===== config.mk =====
export PLATFORM = sky130hd
export DESIGN_NAME = led_sense_seq
export DESIGN_NICKNAME = d
export VERILOG_FILES = /design/src/rtl/led_sense_seq.sv
export SDC_FILE = /design/constraint.sdc
export NUM_CORES = 1
export LEC_CHECK = 0
export BUFFER_PORTS_ARGS = -buffer_cell sky130_fd_sc_hd__buf_4
export CORE_UTILIZATION = 45
export DETAILED_ROUTE_END_ITERATION = 6
export PLACE_DENSITY_LB_ADDON = 0.08
export SLEW_MARGIN = 20
export SYNTH_ARGS = -nofsm -noshare
export SYNTH_HDL_FRONTEND = slang
export SYNTH_SLANG_ARGS = --single-unit

===== constraint.sdc =====
create_clock -name clk -period 7.5 [get_ports clk]
set_clock_uncertainty 0.15 [all_clocks]
set_input_delay 1.125 -clock clk [delete_from_list [all_inputs] [get_ports clk]]
set_output_delay 1.125 -clock clk [all_outputs]
set_load 0.1 [all_outputs]

===== src/rtl/led_sense_seq.sv =====
// Multi-channel LED drive / comparator sense sequencer with majority voting.
// Optional change-detect interrupt enabled by defining LED_SENSE_IRQ_EN.
module led_sense_seq #(
    parameter int NUM_CH  = 4,
    parameter int CNT_W   = 8,
    parameter int SAMPLES = 4
) (
    input  logic                      clk,
    input  logic                      rst,
    input  logic                      start,
    input  logic                      cont,
    input  logic [NUM_CH-1:0]         ch_mask,
    input  logic [CNT_W-1:0]          settle_cyc,
    input  logic [CNT_W-1:0]          gap_cyc,
    input  logic                      comp_in,
    output logic [NUM_CH-1:0]         led_en,
    output logic [NUM_CH-1:0]         result,
    output logic                      result_vld,
    output logic                      busy,
    output logic [$clog2(NUM_CH)-1:0] cur_ch
`ifdef LED_SENSE_IRQ_EN
    ,
    input  logic                      irq_clr,
    output logic                      irq
`endif
);
    localparam int CH_W = $clog2(NUM_CH);
    localparam int SW   = $clog2(SAMPLES + 1);

    typedef enum logic [2:0] {IDLE, SETTLE, SAMPLE, DECIDE, DONE, GAP} state_t;

    state_t            state_q, state_d;
    logic [NUM_CH-1:0] mask_q, mask_d;
    logic [NUM_CH-1:0] led_en_q, led_en_d;
    logic [NUM_CH-1:0] result_q, result_d;
    logic [CNT_W-1:0]  cnt_q, cnt_d;
    logic [SW-1:0]     samp_q, samp_d;
    logic [SW-1:0]     ones_q, ones_d;
    logic [CH_W-1:0]   cur_q, cur_d;
    logic              sync1_q, sync1_d;
    logic              comp_s_q, comp_s_d;
    logic              busy_q, busy_d;
    logic              vld_q, vld_d;
    logic              decision;
    logic [NUM_CH-1:0] higher;
    logic [CNT_W-1:0]  settle_load;
`ifdef LED_SENSE_IRQ_EN
    logic              irq_q, irq_d;
`endif

    function automatic logic [CH_W-1:0] lowest(input logic [NUM_CH-1:0] m);
        lowest = '0;
        for (int i = NUM_CH - 1; i >= 0; i--) begin
            if (m[i]) lowest = i[CH_W-1:0];
        end
    endfunction

    assign settle_load = (settle_cyc == '0) ? {{(CNT_W-1){1'b0}}, 1'b1} : settle_cyc;

    always_comb begin
        state_d  = state_q;
        mask_d   = mask_q;
        result_d = result_q;
        cnt_d    = cnt_q;
        samp_d   = samp_q;
        ones_d   = ones_q;
        cur_d    = cur_q;
        sync1_d  = comp_in;
        comp_s_d = sync1_q;
        decision = ((32'(ones_q) * 2) > SAMPLES);
`ifdef LED_SENSE_IRQ_EN
        irq_d    = irq_q & ~irq_clr;
`endif
        // Enabled channels strictly above the one just serviced
        higher = '0;
        for (int i = 0; i < NUM_CH; i++) begin
            higher[i] = mask_q[i] && (i > int'(cur_q));
        end

        case (state_q)
            IDLE: begin
                if (start && (|ch_mask)) begin
                    mask_d  = ch_mask;
                    cur_d   = lowest(ch_mask);
                    cnt_d   = settle_load;
                    state_d = SETTLE;
                end
            end
            SETTLE: begin
                if (cnt_q <= {{(CNT_W-1){1'b0}}, 1'b1}) begin
                    samp_d  = '0;
                    ones_d  = '0;
                    state_d = SAMPLE;
                end else begin
                    cnt_d = cnt_q - 1'b1;
                end
            end
            SAMPLE: begin
                ones_d = ones_q + {{(SW-1){1'b0}}, comp_s_q};
                samp_d = samp_q + 1'b1;
                if (samp_q == SW'(SAMPLES - 1)) state_d = DECIDE;
            end
            DECIDE: begin
                result_d[cur_q] = decision;
`ifdef LED_SENSE_IRQ_EN
                if (decision != result_q[cur_q]) irq_d = 1'b1;
`endif
                if (|higher) begin
                    cur_d   = lowest(higher);
                    cnt_d   = settle_load;
                    state_d = SETTLE;
                end else begin
                    state_d = DONE;
                end
            end
            DONE: begin
                if (!cont) begin
                    state_d = IDLE;
                end else if (gap_cyc == '0) begin
                    cur_d   = lowest(mask_q);
                    cnt_d   = settle_load;
                    state_d = SETTLE;
                end else begin
                    cnt_d   = gap_cyc;
                    state_d = GAP;
                end
            end
            GAP: begin
                if (!cont) begin
                    state_d = IDLE;
                end else if (cnt_q == '0) begin
                    // Gap expired: pick up whatever mask is presented now
                    mask_d = ch_mask;
                    if (|ch_mask) begin
                        cur_d   = lowest(ch_mask);
                        cnt_d   = settle_load;
                        state_d = SETTLE;
                    end else begin
                        state_d = IDLE;
                    end
                end else begin
                    cnt_d = cnt_q - 1'b1;
                end
            end
            default: state_d = IDLE;
        endcase

        busy_d   = (state_d != IDLE);
        vld_d    = (state_d == DONE);
        led_en_d = '0;
        if (state_d == SETTLE || state_d == SAMPLE) led_en_d[cur_d] = 1'b1;
    end

    always_ff @(posedge clk or posedge rst) begin
        if (rst) begin
            state_q  <= IDLE;
            mask_q   <= '0;
            led_en_q <= '0;
            result_q <= '0;
            cnt_q    <= '0;
            samp_q   <= '0;
            ones_q   <= '0;
            cur_q    <= '0;
            sync1_q  <= 1'b0;
            comp_s_q <= 1'b0;
            busy_q   <= 1'b0;
            vld_q    <= 1'b0;
`ifdef LED_SENSE_IRQ_EN
            irq_q    <= 1'b0;
`endif
        end else begin
            state_q  <= state_d;
            mask_q   <= mask_d;
            led_en_q <= led_en_d;
            result_q <= result_d;
            cnt_q    <= cnt_d;
            samp_q   <= samp_d;
            ones_q   <= ones_d;
            cur_q    <= cur_d;
            sync1_q  <= sync1_d;
            comp_s_q <= comp_s_d;
            busy_q   <= busy_d;
            vld_q    <= vld_d;
`ifdef LED_SENSE_IRQ_EN
            irq_q    <= irq_d;
`endif
        end
    end

    assign led_en     = led_en_q;
    assign result     = result_q;
    assign result_vld = vld_q;
    assign busy       = busy_q;
    assign cur_ch     = cur_q;
`ifdef LED_SENSE_IRQ_EN
    assign irq        = irq_q;
`endif

endmodule

==> results of run 1 <==
-- where the power goes --
| part | total [mW] | internal [mW] | switching, mW |
|---|---|---|---|
| Combinational | 0.540 | 0.199 | 0.341 |
| Sequential | 0.330 | 0.252 | 0.0783 |
| Clock | 0.170 | 0.0971 | 0.0730 |
| Total | 1.04 | 0.548 | 0.492 |
-- per-stage QoR --
stage               util (%)  setup slack (ns)
finish                  56.0              4.22
global route            56.0              4.06
CTS                     56.0              4.32
detailed placement      53.7              4.01
global placement        53.7              4.07
floorplan                  -              4.44
-- layout make-up --
class                      instances  area share [%]
clock buffer                       5            2.60
sequential                        35            33.1
multi-input combinational        179            46.5
inverter                          15            2.13
clock inverter                     2            1.42
timing repair buffer              39            11.1
tap                               67            3.17
-- critical path: cells and delay by family --
family                 cells  cell delay (ns)
multiplexers               1             0.33
buffers and inverters      1             0.13
AND/OR/NAND/NOR            2             0.66
AO/OA/AOI/OAI              2             1.08
-- cell families (layout without fill, tap and decap cells) --
kind of cell	Yosys count	in the layout	share of synthesized area (%)
xor+xnor	4	4	1.59
compound gates	63	63	20.6
fa+ha+maj	6	6	3.41
buf+inv	25	61	4.49
simple gates	92	92	23.3
mux	14	14	6.87
flops	35	35	39.8
-- routing by layer --
metal | up-vias | track usage, % | wire length [um]
met3 | 9 | 4.86 | 247
li1 | 976 | - | -
met1 | 965 | 29.9 | 2440
met5 | - | 0 | 0
met4 | 0 | 8.71 | 87
met2 | 70 | 35.8 | 2500
-- registers in the layout, indices dropped and copies added (netlist names) --
signal	count
ones_q	3
state_q	3
busy	1
cnt_q	8
comp_s_q	1
comp_s_d	1
result	4
samp_q	3
cur_ch	2
result_vld	1
mask_q	4
led_en	4
-- cells in the mapped netlist (2+ instances only) --
master,count,area [um2]
dfrtp_1,35,876
nand2_1,19,71.3
inv_1,14,52.6
nor2_1,14,52.6
nor3_1,11,55.1
a21oi_1,10,50.1
mux2_2,9,101
nand3_1,9,45.0
clkbuf_1,8,30.0
o21ai_0,8,40.0
a211oi_1,7,52.6
ha_1,6,75.1
nor3b_1,6,45.0
nor4_1,6,37.5
o22ai_1,6,37.5
a21o_1,5,37.5
a222oi_1,5,50.1
mux2i_1,5,50.1
nor2b_1,4,25.0
o31ai_1,4,30.0
or4_1,4,30.0
nand2b_1,3,18.8
nand3b_1,3,22.5
or3_1,3,18.8
xnor2_1,3,26.3
a221oi_1,2,17.5
and3_1,2,12.5
o2111ai_1,2,17.5
o211ai_1,2,15.0
o32ai_1,2,17.5
-- final timing paths --
| path | from | end | slack [ns] |
|---|---|---|---|
| worst min-delay path | comp_s_d$_DFF_PP0_ | comp_s_q$_DFF_PP0_ | 0.20 |
| min in group asynchronous | rst | cnt_q[3]$_DFFE_PP0P_ | 0.78 |
| worst min register to register | comp_s_d$_DFF_PP0_ | comp_s_q$_DFF_PP0_ | 0.20 |
| worst max-delay path | ch_mask[0] | cnt_q[3]$_DFFE_PP0P_ | 4.22 |
| max in group asynchronous | rst | led_en[2]$_DFF_PP0_ | 6.10 |
| worst max register to register | cnt_q[0]$_DFFE_PP0P_ | led_en[1]$_DFF_PP0_ | 4.69 |
==> summary.md, run 1 <==
| Metric | Value |
|---|---|
| WP data required | 7.54 ns |
| Die area | 5180 um2 |
| First-pass GRT wire length | 8.89 mm |
| CP max stage cell | o41ai_1 |
| Sequential cell area | 876 um2 |
| 1st-iter DRT viols | roughly 140 |
| Num CTS Buffers | 5 |
| FF+latch count, synth | 35 |
| Maxcap violations | 0 |
| ANT nets after route | 0 |
| Post-CTS Setup Inserts | 0 |
| Initial antenna violation count | 0 |
| Final Cycle Share | between 40% and 50% |
| PD cells | slightly below 400 nW/um2 |
| Syn avg cell area | 9.22 um2 |
| Worst setup path class | input port to flop |
| Slew @ Worst Pin | 0.925 ns |
| Critical path's largest stage delay | a little under 0.8 ns |
| Max Slew Vio Count | 0 |
| Setup TNS | 0 ns |
| FF-to-FF path depth | 7 |
| Final instance area | 2640 um2 |
| DP Cell Count | 335 |
| Critical path peak fanout | 6 |
| Buffers on Ports | 36 |
| DP HPWL | 3.84 mm |
| Vert. Die Dim | 72.0 um |
| Post-Layout Cell Count | 342 |
| Sink Count | 35 |
| Final hold violations | 0 |
| Core ar. | 4720 um2 |
| Most common cell after layout, fill and taps aside | buf_4 |
| Final setup viols | 0 |
| GRT Util Overall | around 22% |
| Area of the multi-input gates | 1230 um2 |
| Clock-pin slew on the worst setup and hold paths | 0.08 ns |
| Initial DRT Pass Iterations | 4 |
| CTS Hold Bufs | 0 |
| Power Total | 1.04 mW |
| Max clock buf depth | 2 |
| Post-synth cell types | 52 |
| Critical path arrival | around 3.3 ns |
| RSZ-0062 raised after global routing | no |
| Area grow syn2layout | 20.0% |
| Htree depth | 2 |
| Total global routing overflow | 0 |
| Routability cong. | 0.876 |
| Fraction of layout cells with a size suffix above 1 | 21.8% |
| Worst min-delay path category | flop to flop |
| F_max | 305 MHz |
| I/O pins | 37 |
| DRC | 0 |
| CP Capture Type | flop |
| Status | complete, no violations |
| Fin nets | 306 |
| Vias | slightly above 2,000 |
| Synthesis Warnings | 0 |
| CP Cell Sequence | buf_4 > o41ai_1 > nor3_1 > nor3_1 > a21oi_1 > mux2_2 |
| Placed Area | 2540 um2 |
| Die W | 72.0 um |
| Syn Inst Count | 239 |
| Row cnt | 25 |
| Drt via density | 5.91 |
| N_diodes | 0 |
| Min cycle time layout | 3.28 ns |
| Hold Crit Depth | 0 |
| Hold WS | ~0.20 ns |
| Most frequent cells in the layout | 39 x buf_4, 35 x dfrtp_1, 19 x nand2_1 |
| CP startpoint kind | input port |
| Ys async rst share | 100% |
| Initial core utilization | 46.6% |
| EDFF count, synth | 0 |
| Slew HR | around 38% |
| Top_reg_cell synth | dfrtp_1 |
| Synthesized Nets | between 200 and 300 |
| WL final | about 5.3 mm |
| Post_cts resized | 0 |
| Max VDD drop | between 0.00015 and 0.0002 V |
| Cell Area, Synth | about 2200 um2 |
| CTS tree | yes |
| Pin count of the biggest net entering global routing | 36 |
| Cell mode on critical path | nor3_1 |
| Clk Tree Root Cell | clkbuf_8 |
| Pleak | 1.23 nW |
| Vias in the first global route | between 1,500 and 2,000 |
| Wire length per cell | approximately 15 um |
| Seq/Total Area, Yosys | slightly below 40% |
| Skew-Pair Late Insertion Delay | around 0.30 ns |
| Number of fillers in the final layout | approximately 430 |
No activity file was read; power rests on OpenSTA's default activity.
==> inputs of run 2 (changes only) <==
--- a/config.mk
+++ b/config.mk
@@ -5,6 +5,7 @@
 export SDC_FILE = /design/constraint.sdc
 export NUM_CORES = 1
 export LEC_CHECK = 0
+export ABC_AREA = 1
 export BUFFER_PORTS_ARGS = -buffer_cell sky130_fd_sc_hd__buf_4
 export CORE_UTILIZATION = 45
 export DETAILED_ROUTE_END_ITERATION = 6
==> constraint.sdc (replaced) <==
create_clock -name clk -period 2.8 [get_ports clk]
set_clock_uncertainty 0.15 [all_clocks]
set_input_delay 0.42 -clock clk [delete_from_list [all_inputs] [get_ports clk]]
set_output_delay 0.42 -clock clk [all_outputs]
set_load 0.1 [all_outputs]
==> run 2 against run 1 <==
  * Core utilization is 0.92 points higher
  * Global-route usage decreased by 0.63 points
  * Sequential power is 150% higher
  * Register-to-register slack worse by 3.9 ns
  * Area after synthesis rose by 3.4%
  * Final cell count is 22% higher
  * Highest routed layer unchanged
  * Sequential cell count did not move
  * Synthesized cell count is 28% higher
  * Hold slack worse by 0.14 ns
  * Combinational power grew to 2.8 times the previous value
  * Via count increased by 2.1%
==> summary.md, run 2 <==
| Metric | Value |
|---|---|
| DP HPWL | 3.96 mm (was 3.84 mm) |
| Clock-pin slew on the worst setup and hold paths | 0.08 ns (about the same) |
| F_max | 508 MHz |
| Cell mode on critical path | nand2_1 (was nor3_1) |
| Buffers on Ports | 36 (unchanged) |
| Setup TNS | 0 ns (unchanged) |
| Post-synth cell types | 37 (was 52) |
| Most frequent cells in the layout | 83 x nand2_1, 37 x buf_4, 35 x dfrtp_1 (was 39 x buf_4, 35 x dfrtp_1, 19 x nand2_1) |
| GRT Util Overall | 21.8% (was 22.4%) |
| Sink Count | 35 (unchanged) |
| Synthesized Nets | 338 (was 270) |
| Status | complete, no violations (unchanged) |
| Syn Inst Count | 307 (was 239) |
| CP Cell Sequence | inv_1 > ha_1 > nand2_2 > nor2_8 > nor3_1 > nor2_2 > nand3_1 > nand2_1 > nand2_1 > nor2_1 (was buf_4 > o41ai_1 > nor3_1 > nor3_1 > a21oi_1 > mux2_2) |
| Initial antenna violation count | 0 (unchanged) |
| Fin nets | 380 (was 306) |
| Wire length per cell | 12.5 um (was 15.4 um) |
| Ys async rst share | 100% (unchanged) |
| 1st-iter DRT viols | 111 (was 142) |
| Drt via density | 4.95 (was 5.91) |
| Critical path arrival | 2.04 ns (was 3.32 ns) |
| Routed met3 length | 198 um (was 247 um) |
| Max FFs per register | 8 (unchanged) |
| Most common cell in the netlist | nand2_1 (was dfrtp_1) |
| RSZ-0062 raised after global routing | no (unchanged) |
| N_diodes | 0 (unchanged) |
| Seq/Total Area, Yosys | 38.4% (was 39.8%) |
| Num CTS Buffers | 5 (unchanged) |
| CP max stage cell | dfrtp_1 (was o41ai_1) |
| DRC | 0 (unchanged) |
| CTS tree | yes (unchanged) |
| Slew @ Worst Pin | 0.429 ns (was 0.925 ns) |
| Skew-Pair Late Insertion Delay | 0.29 ns (was 0.30 ns) |
| Max Slew Vio Count | 0 (unchanged) |
| Post-Layout Cell Count | 417 (was 342) |
| Maxcap violations | 0 (unchanged) |
| Final setup viols | 0 (unchanged) |
| DP Cell Count | 409 (was 335) |
| Die W | 73.2 um (was 72.0 um) |
| Max VDD drop | 0.000556 V (was 0.000191 V) |
| Final Cycle Share | 70.3% |
| Routability cong. | 0.893 (was 0.876) |
| Vert. Die Dim | 73.2 um (was 72.0 um) |
| Total global routing overflow | 0 (unchanged) |
| Clk Tree Root Cell | clkbuf_8 (unchanged) |
| Worst min-delay path category | input port to async pin (was flop to flop) |
| Die area | 5350 um2 (was 5180 um2) |
| Sequential cell area | 876 um2 (unchanged) |
| Synth top cells by count | 83 x nand2_1, 35 x dfrtp_1, 32 x nor2_1 (was 35 x dfrtp_1, 19 x nand2_1, 14 x inv_1, 14 x nor2_1, 11 x nor3_1) |
| Area grow syn2layout | 19.5% (was 20.0%) |
| CP startpoint kind | flop (was input port) |
| Critical path peak fanout | 9 (was 6) |
| Post-CTS Setup Inserts | 0 (unchanged) |
| Initial core utilization | 47.6% (was 46.6%) |
| First-pass GRT wire length | 8.86 mm (was 8.89 mm) |
| Number of fillers in the final layout | 475 (was 433) |
| DR WL met2 | 2.34 mm (was 2.50 mm) |
| Worst setup path class | flop to flop (was input port to flop) |
| Synth area leaders | dfrtp_1 38%, nand2_1 14%, nand3_1 5.3% (was dfrtp_1 40%, mux2_2 4.6%, ha_1 3.4%) |
| Pleak | 1.41 nW (was 1.23 nW) |
| Row cnt | 25 (unchanged) |
| Syn avg cell area | 7.42 um2 (was 9.22 um2) |
| Pin count of the biggest net entering global routing | 36 (unchanged) |
| Synthesis Warnings | 0 (unchanged) |
| FF+latch count, synth | 35 (unchanged) |
| Most common cell after layout, fill and taps aside | nand2_1 (was buf_4) |
| Fraction of layout cells with a size suffix above 1 | 24.0% (was 21.8%) |
| Yosys top cell by area | dfrtp_1 (unchanged) |
| Metal-1 WL | 2.62 mm (was 2.44 mm) |
| CP Capture Type | flop (unchanged) |
| Area of the multi-input gates | 1240 um2 (was 1230 um2) |
| WP data required | 2.87 ns (was 7.54 ns) |
| I/O pins | 37 (unchanged) |
| Final hold violations | 0 (unchanged) |
| PD cells | 987 nW/um2 (was 393 nW/um2) |
| Slew HR | 71.4% (was 37.8%) |
| Max clock buf depth | 2 (unchanged) |
| Top cell type's share of synthesized area | 38.4% (was 39.8%) |
| Vias | 2,063 (was 2,020) |
| Initial DRT Pass Iterations | 5 (was 4) |
| Top_reg_cell synth | dfrtp_1 (unchanged) |
| Post_cts resized | 0 (unchanged) |
| EDFF count, synth | 0 (unchanged) |
| ANT nets after route | 0 (unchanged) |
| Cell Area, Synth | 2280 um2 (was 2200 um2) |
| WL final | 5.22 mm (was 5.27 mm) |
| Core ar. | 4790 um2 (was 4720 um2) |
| Critical path's largest stage delay | 0.41 ns (was 0.78 ns) |
| Vias in the first global route | 1,933 (was 1,871) |
| Htree depth | 2 (unchanged) |
| Min cycle time layout | 1.97 ns |
| CTS Hold Bufs | 0 (unchanged) |
| Max layer used | met4 (unchanged) |
| Largest Register | cnt_q (unchanged) |
[run 2: changes by cell type in the layout (fill, tap and decap cells not counted), moves of 8 or more]
cell and delta:
nand2_1 +64, nor2_1 +18, nand3_1 +15, inv_1 +14
mux2_2 -9, nand2_2 +9, nor3_1 -8
[run 2: where the power goes]
| part | internal [mW] | switching, mW |
|---|---|---|
| clock network | 0.178 | 0.206 |
| registers | 0.662 | 0.147 |
| logic | 0.469 | 1.02 |
| total | 1.31 | 1.38 |
[run 2: metal layers]
metal / GRT usage (%) / vias up
met5: 0 / -
met4: 6.54 / 0
met3: 3.87 / 8
met2: 34.6 / 46
met1: 30.2 / 931
li1: - / 1078
[run 2: cell type report]
| type | count | share of cell area [%] |
|---|---|---|
| clock buffers | 5 | 2.53 |
| multi-input cells | 232 | 45.7 |
| clock inverters | 3 | 0.873 |
| repair buffers | 37 | 10.2 |
| well taps | 67 | 3.08 |
| inverters | 38 | 5.42 |
| flip-flops and latches | 35 | 32.2 |
[run 2: worst paths after layout]
kind                                              end  depth (start not counted)  slack [ns]                 start
worst min register to register     comp_s_q$_DFF_PP0_                          0        0.21    comp_s_d$_DFF_PP0_
min in group clk                   comp_s_d$_DFF_PP0_                          1        0.08               comp_in
max in group asynchronous        cnt_q[7]$_DFFE_PP0P_                          3        2.13                   rst
worst min-delay path            mask_q[0]$_DFFE_PP0P_                          3        0.06                   rst
worst max-delay path              led_en[1]$_DFF_PP0_                         10        0.83  cnt_q[0]$_DFFE_PP0P_
worst max register to register    led_en[1]$_DFF_PP0_                         10        0.83  cnt_q[0]$_DFFE_PP0P_
[run 2: cell families after synthesis]
kind of cell | count (synthesis) | synth area share (%)
xor+xnor | 6 | 2.31
compound gates | 44 | 12.2
fa+ha+maj | 6 | 3.29
buf+inv | 40 | 6.92
flops | 35 | 38.4
simple gates | 176 | 36.8
[run 2: through the flow]
| stage | area (um2) | power, mW | setup WS [ns] | util, % | hold slack (ns) |
|---|---|---|---|---|---|
| 2_1_floorplan | 2280 | 1.98 | 0.580 | - | 0.181 |
| 3_3_place_gp | 2630 | 2.30 | 0.865 | 55.0 | 0.183 |
| 3_5_place_dp | 2630 | 2.31 | 0.870 | 55.0 | 0.190 |
| 4_1_cts | 2720 | 2.70 | 0.846 | 56.9 | 0.0697 |
| 5_1_grt | 2720 | 2.92 | 0.686 | 56.9 | 0.0639 |
| 6_report | 2720 | 2.69 | 0.832 | 56.9 | 0.0637 |
[run 2: worst max-delay path: cells and delay by family (launching register included)]
| kind | cells | cell delay, ns |
|---|---|---|
| simple gates | 8 | 0.96 |
| fa+ha+maj | 1 | 0.25 |
| flops | 1 | 0.41 |
| buf+inv | 1 | 0.12 |
==> inputs of run 3 (changes only) <==
==> constraint.sdc (replaced) <==
create_clock -name clk -period 1.95 [get_ports clk]
set_clock_uncertainty 0.15 [all_clocks]
set_input_delay 0.2925 -clock clk [delete_from_list [all_inputs] [get_ports clk]]
set_output_delay 0.2925 -clock clk [all_outputs]
set_load 0.1 [all_outputs]
==> run 3 against run 2 <==
  * Non-clock buffer count up 8
  * Combinational power increased by 50%
  * Setup slack lost 0.73 ns
  * Core utilization rose by 2.4 points
  * Via count up 2.6%
  * Sequential cell count did not move
  * Critical endpoint is now cnt_q[2]$_DFFE_PP0P_
  * Largest cell class unchanged
==> summary.md, run 3 (same netlist as run 2, synthesis figures left out) <==
| Metric | Value |
|---|---|
| Status | complete, no violations (unchanged) |
| First-pass GRT wire length | 9.03 mm (was 8.86 mm) |
| Initial DRT Pass Iterations | 4 (was 5) |
| Vias | 2,116 (was 2,063) |
| Clock-pin slew on the worst setup and hold paths | 0.07 ns (was 0.08 ns) |
| Most frequent cells in the layout | 82 x nand2_1, 43 x buf_4, 32 x nor2_1, 32 x dfrtp_1, 27 x inv_1 (was 83 x nand2_1, 37 x buf_4, 35 x dfrtp_1) |
| CTS tree | yes (unchanged) |
| Slew HR | 71.1% (was 71.4%) |
| Placed Area | 2660 um2 (was 2630 um2) |
| Comb pwr share | 55.2% (was 55.6%) |
| Cell Int Power | 2.06 mW (was 1.31 mW) |
| Cell mode on critical path | inv_2 (was nand2_1) |
| Routability cong. | 0.885 (was 0.893) |
| Final hold violations | 0 (unchanged) |
| Htree depth | 2 (unchanged) |
| WP data required | 1.98 ns (was 2.87 ns) |
| Critical path peak fanout | 10 (was 9) |
| Final setup viols | 0 (unchanged) |
| Pleak | 1.46 nW (was 1.41 nW) |
| Slew @ Worst Pin | 0.433 ns (was 0.429 ns) |
| Post-Layout Cell Count | 426 (was 417) |
| Hold WS | 0.126 ns (was 0.0637 ns) |
| GRT Util Overall | 22.3% (was 21.8%) |
| Vias in the first global route | 1,944 (was 1,933) |
| CP startpoint kind | flop (unchanged) |
| F_max | 541 MHz (was 508 MHz) |
| WP buf/inv | 3 (was 1) |
| DRC | 0 (unchanged) |
| Max Slew Vio Count | 0 (unchanged) |
| Worst setup path class | flop to flop (unchanged) |
| Max FFs per register | 8 (unchanged) |
| Clk Tree Root Cell | clkbuf_8 (unchanged) |
| Worst min-delay path category | input port to flop (was input port to async pin) |
| CP Capture Type | flop (unchanged) |
| Die W | 73.2 um (unchanged) |
| Final setup margin | 0.100 ns (was 0.832 ns) |
| Wire length per cell | 12.5 um (about the same) |
| Row cnt | 25 (unchanged) |
| RSZ-0062 raised after global routing | yes (was no) |
| Seq pwr share | 28.8% (was 30.1%) |
| Pin count of the biggest net entering global routing | 36 (unchanged) |
| Initial antenna violation count | 0 (unchanged) |
| PD cells | 1430 nW/um2 (was 987 nW/um2) |
| CP Cell Sequence | inv_2 > nand2_2 > nor2_4 > nand4_2 > nand2_1 > inv_2 > nand2_4 > inv_4 > nor2_2 > a21oi_2 (was inv_1 > ha_1 > nand2_2 > nor2_8 > nor3_1 > nor2_2 > nand3_1 > nand2_1 > nand2_1 > nor2_1) |
| N_diodes | 0 (unchanged) |
| Sink Count | 35 (unchanged) |
| Crit path max-delay family | simple AND/OR/NAND/NOR gates (unchanged) |
| Num CTS Buffers | 5 (unchanged) |
| Pre-CTS setup slack | 0.0289 ns (was 0.870 ns) |
| Power Total | 4.06 mW (was 2.69 mW) |
| CP max stage cell | dfrtp_2 (was dfrtp_1) |
| Largest Register | cnt_q (unchanged) |
| Skew-Pair Late Insertion Delay | 0.29 ns (about the same) |
| Sw power | 2.00 mW (was 1.38 mW) |
| Vert. Die Dim | 73.2 um (unchanged) |
| Net Sw Frac | 49.2% (was 51.3%) |
| Drt via density | 4.97 (was 4.95) |
| Critical path's largest stage delay | 0.45 ns (was 0.41 ns) |
| Max clock buf depth | 2 (unchanged) |
| Fin nets | 389 (was 380) |
| ANT nets after route | 0 (unchanged) |
| Critical path arrival | 1.88 ns (was 2.04 ns) |
| Area grow syn2layout | 24.5% (was 19.5%) |
| Final instance area | 2840 um2 (was 2720 um2) |
| Initial core utilization | 47.6% (unchanged) |
| Clk pwr share | 16.0% (was 14.3%) |
| DP Cell Count | 413 (was 409) |
| Buffers on Ports | 36 (unchanged) |
| Max VDD drop | 0.000743 V (was 0.000556 V) |
| Maxcap violations | 0 (unchanged) |
| WL final | 5.32 mm (was 5.22 mm) |
| Die area | 5350 um2 (unchanged) |
| I/O pins | 37 (unchanged) |
| Final Cycle Share | 94.9% (was 70.3%) |
| Most common cell after layout, fill and taps aside | nand2_1 (unchanged) |
| Core ar. | 4790 um2 (unchanged) |
| Total global routing overflow | 0 (unchanged) |
| 1st-iter DRT viols | 92 (was 111) |
| Min cycle time layout | 1.85 ns (was 1.97 ns) |
| Fraction of layout cells with a size suffix above 1 | 27.0% (was 24.0%) |
| DP HPWL | 4.09 mm (was 3.96 mm) |
[run 3: timing repair]
| item | in CTS | in global routing |
|---|---|---|
| hold endpoints to repair | 36 | 0 |
| setup endpoints to repair | 0 | 17 |
| setup buffers | 0 | 2 |
| hold buffers | 2 | 0 |
| resized for setup | 0 | 5 |
[run 3: worst paths after layout]
path | startpoint | end | slack (ns) | cells past startpoint
worst max-delay path | state_q[2]$_DFF_PP0_ | cnt_q[2]$_DFFE_PP0P_ | 0.10 | 10
worst min-delay path | ch_mask[1] | mask_q[1]$_DFFE_PP0P_ | 0.13 | 3
worst max register to register | state_q[2]$_DFF_PP0_ | cnt_q[2]$_DFFE_PP0P_ | 0.10 | 10
worst min register to register | comp_s_d$_DFF_PP0_ | comp_s_q$_DFF_PP0_ | 0.20 | 0
max in group asynchronous | rst | cur_ch[0]$_DFF_PP0_ | 0.81 | 4
min in group asynchronous | rst | ones_q[0]$_DFFE_PP0P_ | 0.51 | 4
[run 3: power groups by stage]
| stage | sequential, mW | combinational (mW) | clock [mW] |
|---|---|---|---|
| 2_1_floorplan | 1.53 | 1.32 | 0 |
| 5_1_grt | 1.20 | 2.50 | 0.697 |
| 3_3_place_gp | 1.17 | 2.17 | 0 |
| 6_report | 1.17 | 2.24 | 0.650 |
| 3_5_place_dp | 1.17 | 2.18 | 0 |
| 4_1_cts | 1.16 | 2.18 | 0.674 |
[run 3: tightest hold or removal path, stage by stage]
cell	delay [ns]
buf_4	0.08
inv_1	0.04
o21ai_1	0.11
[run 3: stage by stage]
stage          TNS, ns  utilization (%)
2_1_floorplan        0                -
3_3_place_gp         0             55.6
3_5_place_dp         0             55.6
4_1_cts              0             58.4
5_1_grt        -0.0201             59.3
6_report             0             59.3
[run 3: layout make-up]
type	instances	area (um2)
Clock buffer	5	68.8
Fill cell	446	1950
Inverter	38	148
Clock inverter	3	43.8
Sequential cell	35	880
Tap cell	67	83.8
Timing Repair Buffer	45	343
Multi-Input combinational cell	233	1270
[run 3: layer usage]
layer  up-vias  global-route usage (%)  share of wire, %
met5         -                       0                 0
met4         0                    8.28               1.5
met3         7                    4.01               4.2
met2        44                    34.6                46
met1       969                    30.8                49
li1       1096                       -                 -
